[src/rtl/tennis_pkg.sv]
// Shared court definitions for the tennis game blocks (court, players, display).
package tennis_pkg;

    localparam int NUM_POS_DEF = 8;

    typedef enum logic [2:0] {
        CT_IDLE,
        CT_SERVE,
        CT_TO_P2,
        CT_TO_P1,
        CT_POINT
    } court_state_e;

    function automatic logic [7:0] sat_inc8(input logic [7:0] v);
        return (v == 8'hff) ? v : v + 8'd1;
    endfunction

endpackage

[src/rtl/tick_gen.sv]
// Ball step strobe: one-cycle pulse every TICK_DIV cycles while enabled; counter held clear otherwise.
module tick_gen #(
    parameter int TICK_DIV = 25000000
) (
    input  logic clk,
    input  logic rst,
    input  logic enable,
    output logic step
);

    localparam int CW = (TICK_DIV > 1) ? $clog2(TICK_DIV) : 1;

    logic [CW-1:0] cnt_q, cnt_d;

    always_comb begin
        cnt_d = cnt_q;
        step  = 1'b0;
        if (!enable) begin
            cnt_d = '0;
        end else if (cnt_q == CW'(TICK_DIV - 1)) begin
            cnt_d = '0;
            step  = 1'b1;
        end else begin
            cnt_d = cnt_q + 1'b1;
        end
    end

    always_ff @(posedge clk or negedge rst) begin
        if (!rst) cnt_q <= '0;
        else      cnt_q <= cnt_d;
    end

endmodule

[src/rtl/ball_court.sv]
// Tennis court: moves the ball between the two player ends, judges returns, misses and points.
// Handshake: pX_return is a one-cycle pulse, honoured only in a cycle where pX_hittable is high.
module ball_court
    import tennis_pkg::*;
#(
    parameter int NUM_POS    = NUM_POS_DEF,
    parameter int TICK_DIV   = 25000000,
    parameter int POINT_HOLD = 4
) (
    input  logic               clk,
    input  logic               rst,
    input  logic               start_game,
    input  logic               p1_return,
    input  logic               p2_return,
    input  logic               p1_match,
    input  logic               p2_match,
    output logic               p1_hittable,
    output logic               p2_hittable,
    output logic [NUM_POS-1:0] ball_led,
    output logic               server,
    output logic [7:0]         rally_cnt,
    output logic               point_p1,
    output logic               point_p2,
    output court_state_e       dbg_state
);

    localparam int PW = (NUM_POS > 1) ? $clog2(NUM_POS) : 1;
    localparam int HW = (POINT_HOLD > 1) ? $clog2(POINT_HOLD) : 1;
    localparam logic [PW-1:0] END_P2 = PW'(NUM_POS - 1);

    court_state_e  state_q, state_d;
    logic [PW-1:0] pos_q, pos_d;
    logic [HW-1:0] hold_q, hold_d;
    logic [7:0]    rally_q, rally_d;
    logic          server_q, server_d;
    logic          p1_hit_q, p1_hit_d, p2_hit_q, p2_hit_d;
    logic          pt1_q, pt1_d, pt2_q, pt2_d;
    logic          step;
    logic [PW-1:0] serve_pos;

    tick_gen #(.TICK_DIV(TICK_DIV)) u_tick (
        .clk    (clk),
        .rst    (rst),
        .enable (state_q != CT_IDLE),
        .step   (step)
    );

    always_comb begin
        state_d   = state_q;
        pos_d     = pos_q;
        hold_d    = hold_q;
        rally_d   = rally_q;
        server_d  = server_q;
        pt1_d     = 1'b0;
        pt2_d     = 1'b0;
        serve_pos = server_q ? END_P2 : '0;

        if (!start_game) begin
            state_d = CT_IDLE;
            pos_d   = '0;
            hold_d  = '0;
        end else begin
            case (state_q)
                CT_IDLE: begin
                    state_d = CT_SERVE;
                    pos_d   = serve_pos;
                    rally_d = '0;
                end
                CT_SERVE, CT_TO_P2, CT_TO_P1: begin
                    // Simultaneous losses cancel out: replay the serve, same server.
                    if (p1_match && p2_match) begin
                        state_d = CT_SERVE;
                        pos_d   = serve_pos;
                        rally_d = '0;
                    end else if (p1_match) begin
                        pt2_d = 1'b1;
                    end else if (p2_match) begin
                        pt1_d = 1'b1;
                    end else if (state_q == CT_SERVE) begin
                        if (!server_q && p1_return)     state_d = CT_TO_P2;
                        else if (server_q && p2_return) state_d = CT_TO_P1;
                    end else if (state_q == CT_TO_P2) begin
                        if (p2_return && p2_hit_q) begin
                            state_d = CT_TO_P1;
                            rally_d = sat_inc8(rally_q);
                        end else if (step) begin
                            if (pos_q == END_P2) pt1_d = 1'b1;
                            else                 pos_d = pos_q + 1'b1;
                        end
                    end else begin
                        if (p1_return && p1_hit_q) begin
                            state_d = CT_TO_P2;
                            rally_d = sat_inc8(rally_q);
                        end else if (step) begin
                            if (pos_q == '0) pt2_d = 1'b1;
                            else             pos_d = pos_q - 1'b1;
                        end
                    end
                end
                CT_POINT: begin
                    if (step) begin
                        if (hold_q == HW'(POINT_HOLD - 1)) begin
                            state_d  = CT_SERVE;
                            server_d = ~server_q;
                            pos_d    = server_q ? '0 : END_P2;
                            rally_d  = '0;
                            hold_d   = '0;
                        end else begin
                            hold_d = hold_q + 1'b1;
                        end
                    end
                end
                default: state_d = CT_IDLE;
            endcase
            if (pt1_d || pt2_d) begin
                state_d = CT_POINT;
                hold_d  = '0;
            end
        end

        p1_hit_d = (state_d == CT_SERVE && !server_d) || (state_d == CT_TO_P1 && pos_d == '0);
        p2_hit_d = (state_d == CT_SERVE &&  server_d) || (state_d == CT_TO_P2 && pos_d == END_P2);
    end

    always_ff @(posedge clk or negedge rst) begin
        if (!rst) begin
            state_q  <= CT_IDLE;
            pos_q    <= '0;
            hold_q   <= '0;
            rally_q  <= '0;
            server_q <= 1'b0;
            p1_hit_q <= 1'b0;
            p2_hit_q <= 1'b0;
            pt1_q    <= 1'b0;
            pt2_q    <= 1'b0;
        end else begin
            state_q  <= state_d;
            pos_q    <= pos_d;
            hold_q   <= hold_d;
            rally_q  <= rally_d;
            server_q <= server_d;
            p1_hit_q <= p1_hit_d;
            p2_hit_q <= p2_hit_d;
            pt1_q    <= pt1_d;
            pt2_q    <= pt2_d;
        end
    end

    always_comb begin
        ball_led = '0;
        if (state_q == CT_SERVE || state_q == CT_TO_P2 || state_q == CT_TO_P1)
            ball_led[pos_q] = 1'b1;
    end

    assign p1_hittable = p1_hit_q;
    assign p2_hittable = p2_hit_q;
    assign server      = server_q;
    assign rally_cnt   = rally_q;
    assign point_p1    = pt1_q;
    assign point_p2    = pt2_q;
    assign dbg_state   = state_q;

endmodule

[config.mk]
export PLATFORM = sky130hd
export DESIGN_NAME = ball_court
export DESIGN_NICKNAME = d
export VERILOG_FILES = /design/src/rtl/tennis_pkg.sv /design/src/rtl/tick_gen.sv /design/src/rtl/ball_court.sv
export SDC_FILE = /design/constraint.sdc
export NUM_CORES = 1
export LEC_CHECK = 0
export ABC_AREA = 1
export CAP_MARGIN = 20
export CORE_MARGIN = 2
export CORE_UTILIZATION = 49
export DETAILED_ROUTE_END_ITERATION = 16
export PLACE_DENSITY = 0.79
export SKIP_CTS_REPAIR_TIMING = 1
export SLEW_MARGIN = 20
export SYNTH_ARGS = -nofsm -noshare
export SYNTH_HDL_FRONTEND = slang
export SYNTH_SLANG_ARGS = --single-unit
[constraint.sdc]
create_clock -name clk -period 2 [get_ports clk]
set_input_delay 0.4 -clock clk [delete_from_list [all_inputs] [get_ports clk]]
set_output_delay 0.4 -clock clk [all_outputs]
set_load 0.01 [all_outputs]
# Word-level counts from Yosys, hierarchy flattened
# Index checks and enable logic that the tools add are counted.
word_totals:
  regBits: 46
  output_inout_bits: 24
classes:
  add_sub_neg: 5
  n_lt_le_gt_ge: 2
  eq_ne: 21
  mux: 80
  bitwise: 1
  reduce_logical: 25
ops:
  columns: ["op", "n"]
  rows:
  - ["8-bit 2-to-1 mux", 11]
  - ["3-bit 2-to-1 mux", 29]
  - ["25-bit 2-to-1 mux", 2]
  - ["1-bit 2-to-1 mux", 29]
  - ["25-bit by 1-bit adder with 25-bit output (second input constant)", 1]
  - ["25-bit == test (second input constant)", 1]
  - ["8-bit case mux with 3 select lines", 1]
  - ["3-bit case mux with 3 select lines", 2]
  - ["3-bit by 2-bit == test with 1-bit output (second input constant)", 4]
  - ["1-bit logical AND", 10]
  - ["2-bit 2-to-1 mux", 5]
  - ["3-bit == test (second input constant)", 3]
  - ["3-bit zero test", 3]
  - ["3-bit != test (second input constant)", 3]
  - ["9-bit AND reduction", 1]
  - ["8-bit by 1-bit adder with 8-bit output (second input constant)", 1]
  - ["8-bit == test (second input constant)", 1]
  - ["4-bit != test (second input constant)", 2]
  - ["3-bit by 1-bit == test with 1-bit output (second input constant)", 2]
  - ["3-bit by 1-bit != test with 1-bit output (second input constant)", 2]
  - ["3-bit nonzero test", 2]
  - ["1-bit logical OR", 5]
  - ["3-bit by 4-bit less-than comparator with 1-bit output (second input constant)", 1]
  - ["2-bit != test (second input constant)", 2]
  - ["other kinds (10)", 11]

# Depth between registers and ports, before layout
# Gate-level depths: netlist of run 1.
logic_depth:
  ltp_word: 18
  mapped_depth: 19
  mapped_depth_nobuf: 19

# By module
# A second synthesis of run 1 with hierarchy kept.
hier_totals:
  cells_unflattened: 450
  area_unflattened_um2: 3181.8
modules_own_cells:
  columns: ["mod", "instances", "cells_per_inst", "area_each_um2", "seq_area_each_um2"]
  rows:
  - ["ball_court", 1, 264, 1719.1, 525.5]
  - ["tick_gen", 1, 186, 1462.7, 625.6]

# Worst setup path before layout of run 1
# OpenSTA, ideal clock, no wires.
synth_path:
  path_type: "flip-flop to flip-flop"
  from: "register u_tick.cnt_q[0]"
  to: "register p1_hit_q (netlist: p1_hittable)"
  setup_time_ns: 0.117
  arrival_ns: 1.709
  required_ns: 1.883
  path_slack_ns: 0.173
  path_stages_with_launch: 17
  path_buffers: 0
  cell_sequence: "dfrtp_1 > ha_1 > nand3_2 > inv_2 > nand2_1 > nor2_2 > nand2_2 > nor2_4 > inv_2 > nor2_4 > o21ai_2 > nand2_2 > inv_2 > a21oi_2 > nor2_1 > nand3_1 > nand2_1"
synth_between:
  elab_cells_between_ends: 48
synth_lines:
  columns: ["item", "line_no", "rtl"]
  rows:
  - ["start, declared", "tick_gen.sv:13", "logic [CW-1:0] cnt_q, cnt_d;"]
  - ["start signal, assigned", "tick_gen.sv:30", "else cnt_q <= cnt_d;"]
  - ["25-bit == test (*)", "tick_gen.sv:20", "end else if (cnt_q == CW'(TICK_DIV - 1)) begin"]
  - ["1-bit 2-to-1 mux (*)", "tick_gen.sv:20", null]
  - ["1-bit 2-to-1 mux (*)", "tick_gen.sv:18", "if (!enable) begin"]
  - ["3-bit 2-to-1 mux (on tied branches)", "ball_court.sv:94, ball_court.sv:86", null]
  - ["3-bit 2-to-1 mux (on tied branches)", "ball_court.sv:91, ball_court.sv:83", null]
  - ["3-bit 2-to-1 mux", "ball_court.sv:82", "end else if (state_q == CT_TO_P2) begin"]
  - ["3-bit 2-to-1 mux", "ball_court.sv:79", "end else if (state_q == CT_SERVE) begin"]
  - ["3-bit 2-to-1 mux", "ball_court.sv:77", "end else if (p2_match) begin"]
  - ["3-bit 2-to-1 mux", "ball_court.sv:75", "end else if (p1_match) begin"]
  - ["3-bit 2-to-1 mux", "ball_court.sv:71", "if (p1_match && p2_match) begin"]
  - ["3-bit case mux with 3 select lines (*)", "ball_court.sv:63", "case (state_q)"]
  - ["3-bit 2-to-1 mux (*)", "ball_court.sv:58", "if (!start_game) begin"]
  - ["net pos_d[2]", "ball_court.sv:32", "logic [PW-1:0] pos_q, pos_d;"]
  - ["3-bit zero test (*)", "ball_court.sv:121", "p1_hit_d = (state_d == CT_SERVE && !server_d) || (state_d == CT_TO_P1 && pos_d == '0);"]
  - ["1-bit logical AND (*)", "ball_court.sv:121", null]
  - ["1-bit logical OR (*)", "ball_court.sv:121", null]
  - ["net p1_hit_d", "ball_court.sv:36", "logic p1_hit_q, p1_hit_d, p2_hit_q, p2_hit_d;"]
  - ["end signal, assigned", "ball_court.sv:142", "p1_hit_q <= p1_hit_d;"]
  - ["end, declared", "ball_court.sv:36", null]
# Mark *: on every way through the listed nets, which the timed path passes. The rest lies on a longest branch. The select of a mux whose other input is x is not followed.
# A chain may end at the register's enable or synchronous reset.

# Worst setup path after layout of run 1
layout_path:
  from: "register state_q[1] (netlist: dbg_state[1])"
  to: "output port ball_led[5]"
layout_between:
  elab_chain_cells: 4
  elab_cells_between_ends: 6
layout_rtl:
  columns: ["item", "line_no", "rtl"]
  rows:
  - ["start, declared", "ball_court.sv:31", "court_state_e state_q, state_d;"]
  - ["start signal, assigned", "ball_court.sv:137", "state_q <= state_d;"]
  - ["3-bit by 1-bit == test with 1-bit output or 3-bit by 2-bit == test with 1-bit output (tied branches)", "ball_court.sv:151", "if (state_q == CT_SERVE || state_q == CT_TO_P2 || state_q == CT_TO_P1)"]
  - ["1-bit logical OR", "ball_court.sv:151", null]
  - ["1-bit logical OR (*)", "ball_court.sv:151", null]
  - ["8-bit 2-to-1 mux (*)", "ball_court.sv:151", null]
  - ["end, declared", "ball_court.sv:19", "output logic [NUM_POS-1:0] ball_led,"]
# Every way passes the cells marked *; elsewhere a longest branch is shown, timed or not.

==> key figures, run 1 <==
Logic synthesis
  – Synthesized net count: ~460
  – Fraction of synthesized cell area in xor and xnor cells: under 10%
  – Cell area after synthesis: ~3100 µm²
  – Share of synthesized flip-flops with an asynchronous set or reset: 100%
  – Distinct cell type count after synthesis: 39
  – Register bit total from synthesis: 46
  – Fraction of synthesized area in multiplexers: 0%
  – Adder-cell share of the synthesized area: 2.39%
  – Synth Area in Simple Gates: 39.3%
  – Primary flip-flop cell chosen by synthesis mapping: dfrtp_1
  – Compound-cell area share of the yosys netlist: ~10%
  – Number of cells produced by synthesis: 450
  – Warning count from the yosys run: 0
  – Syn avg cell area: roughly 7.0 µm²
  – Main combinational cell family by area after synthesis: simple AND/OR/NAND/NOR gates
  – Number of enable flip-flop cells after synthesis: 0
  – Portion of the post-synthesis area used by sequential elements: a little over a third

Drt
  – Number of vias after detailed routing: around 3400
  – Routed len/inst: approximately 14 µm
  – Post-detailed-route DRC marker count: 0
  – Detailed-routing iteration count for the pre-antenna-repair pass: 5
  – DR vias/cell: ~5.3
  – Initial DRC count: between 150 and 200
  – Post-route ant nets: 0
  – Total wire length after detailed routing: around 8900 µm

Cells and area
  – Commonest non-fill, non-tap cell in the layout: nand2_1
  – Total of fill cells in the finished design: 470
  – Layout cell share with drive strength beyond 1: around 32%
  – Signed area change from the synthesized netlist to the final layout: 43.2%
  – Post-layout net count: roughly 570
  – Area taken by flip-flops and latches: between 1000 and 1500 µm²
  – ANT cells: 0
  – Area occupied by multi-input gates: 1990 µm²
  – Post-route insts no fill: about 630
  – Highest-count cells in the layout ignoring fill and taps: nand2_1 (84), inv_1 (68), buf_4 (62)

STA
  – Maximum operating frequency: approximately 470 MHz
  – Slew margin rel.: about three quarters
  – Unrepaired setup endpoints after global routing: yes
  – Final Setup Violations: 7
  – Final hold vios: 0
  – Worst-Margin Slew: 400 ps
  – Largest clock skew in the final design: between 7 and 8 ps
  – Fin. max-slew vios: 0
  – Final critical-path share of the clock period: 107%
  – Post-layout minimum cycle time: roughly 2100 ps
  – Worst setup slack after layout: -132 ps
  – Setup_tns: -497 ps

Power and ir drop
  – Total leakage power: 2.27 nW
  – Pwr per Cell Area: around 610 nW/µm²
  – Maximum ir drop on the vdd rail: 0.584 mV

Critical path
  – Critical setup path kind: register to output pin
  – Crit path DAT: around 1700 ps
  – Maximum net fanout on the critical path: 4
  – WP buf/inv: 1
  – Crit-path cells: nor2_2 -> nor2_4 -> nand2_2 -> nor2_1 -> clkdlybuf4s50_1
  – R2R setup slack: -130 ps
  – Highest-delay cell along the critical path: clkdlybuf4s50_1
  – Path length in cells of the critical path: 5
  – Capture instance of the worst register-to-register path: p2_hittable
  – Endpoint of the most critical setup path: ball_led[5]
  – Kind of start point of the critical path: register
  – Launching element of the worst setup path: dbg_state[1]
  – Required time at the endpoint of the critical path: around 1600 ps
  – Source of the worst register-to-register timing path: u_tick.cnt_q[0]
  – Depth of the worst register-to-register path: 17
  – CP top delay family: buffers and inverters
  – Endpoint class of the critical path: output pin
  – Worst stage delay on the critical path: about 550 ps

Placement
  – Worst slack, placed: -173 ps
  – Port Buf Inserts: 30
  – Routability-driven placement congestion ratio: 0.954
  – Number of placed cells counting well taps: ~600
  – Post-detail-place hpwl: 6120 µm

Clock tree
  – Total number of H-tree levels: 2
  – # clock sinks: 46
  – Clock slew at the register clock pins of the worst setup and hold paths: approximately 90 ps
  – Root buf cell: clkbuf_8
  – Clock tree buffer depth: 2
  – Clock tree from TritonCTS: yes
  – Insertion delay to the later sink of the worst-skew pair: 310 ps
  – Clock buffers created by TritonCTS: 5

Global route
  – Largest net degree at the start of global routing: 20
  – Antenna violations before repair: 0
  – Wire length of the first global-routing pass: ~13000 µm
  – Remaining global-route overflow: 0
  – Gr usage total: 22.9%
  – Via count of the first global-routing pass: approximately 3200

Outcome
  – Violated checks: negative setup slack
  – Run status: finished with violations

Floorplanning
  – Horizontal die dimension: roughly 84 µm
  – Total core area: ~6300 µm²
  – Die Area: 7070 µm²
  – Initial standard-cell utilization of the core: roughly 50%
  – Std cell rows: 29
  – Chip height: ~84 µm
  – Number of primary I/O pins: 31

Min path
  – Worst min-delay path category: input port to asynchronous set/reset pin

Run
  – Max Cap Violations: 0
-- Yosys cell counts (all sizes together), types with 3 or more instances --
cell	instances	area (µm²)
dfrtp	46	1150
nor3b	4	45.1
a211oi	4	30.0
nor4	4	37.5
xor2	3	26.3
nor3	17	123
nand2	111	437
nand3	29	168
nor2	73	337
clkinv	3	12.5
a21oi	27	139
nand4	11	75.1
o21ai	21	109
ha	6	75.1
inv	79	297
-- sequential cells by signal, summed over array words and instances (netlist names) --
signal	flops
p1_hittable	1
pos_q	3
point_p1	1
point_p2	1
server	1
p2_hittable	1
rally_cnt	8
u_tick.cnt_q	25
dbg_state	3
hold_q	2
-- worst min-delay path by stage --
stage                        to  start  slack [ps]  depth (start not counted)
3_3_place_gp   u_tick.cnt_q[19]    rst         310                          1
6_report       u_tick.cnt_q[14]    rst         520                          2
2_1_floorplan      dbg_state[0]    rst         100                          0
4_1_cts        u_tick.cnt_q[14]    rst         -30                          1
3_5_place_dp   u_tick.cnt_q[19]    rst         310                          1
5_1_grt        u_tick.cnt_q[18]    rst         530                          2
-- layer usage --
layer	vias to the layer above	wire (µm)	track usage (%)
met2	91	4740	40.8
met5	-	0	0
met1	1595	3630	27.0
li1	1646	-	-
met3	20	275	3.56
met4	0	223	9.97
-- cell families after synthesis --
logic type / after synthesis
flops: 46
xor+xnor: 5
fa+ha+maj: 6
buf+inv: 84
compound gates: 58
simple gates: 251
-- stage by stage --
| stage | hold slack [ps] | utilization, % | area (µm²) | power (mW) |
|---|---|---|---|---|
| 2_1_floorplan | 104 | - | 3140 | 1.53 |
| 3_3_place_gp | 311 | 61.2 | 3840 | 1.86 |
| 3_5_place_dp | 313 | 61.2 | 3840 | 1.87 |
| 4_1_cts | -27.3 | 63.0 | 3950 | 2.60 |
| 5_1_grt | 531 | 71.7 | 4500 | 2.91 |
| 6_report | 517 | 71.7 | 4500 | 2.76 |
-- layout make-up --
class,instances,area share [%]
multi-input combinational,321,44.2
timing repair buffer,97,18.5
inverter,82,7.01
tap,77,2.14
clock inverter,3,0.973
clock buffer,5,1.53
sequential,46,25.6
-- power breakdown --
part	total (mW)	internal (mW)	leakage, nW	switching (mW)
clock	0.721	0.375	0.0585	0.346
sequential	1.07	0.989	0.624	0.0794
combinational	0.971	0.398	1.59	0.573
No activity file was read; power rests on OpenSTA's default activity.
==> run 2, diff against run 1 <==
CTS_BUF_LIST = sky130_fd_sc_hd__clkbuf_4 sky130_fd_sc_hd__clkbuf_8 sky130_fd_sc_hd__clkbuf_16   (was not set)
HOLD_SLACK_MARGIN = 0.08   (was not set)
==> results of run 2 <==
Final layout, timing and power as in run 1 (identical DEF).
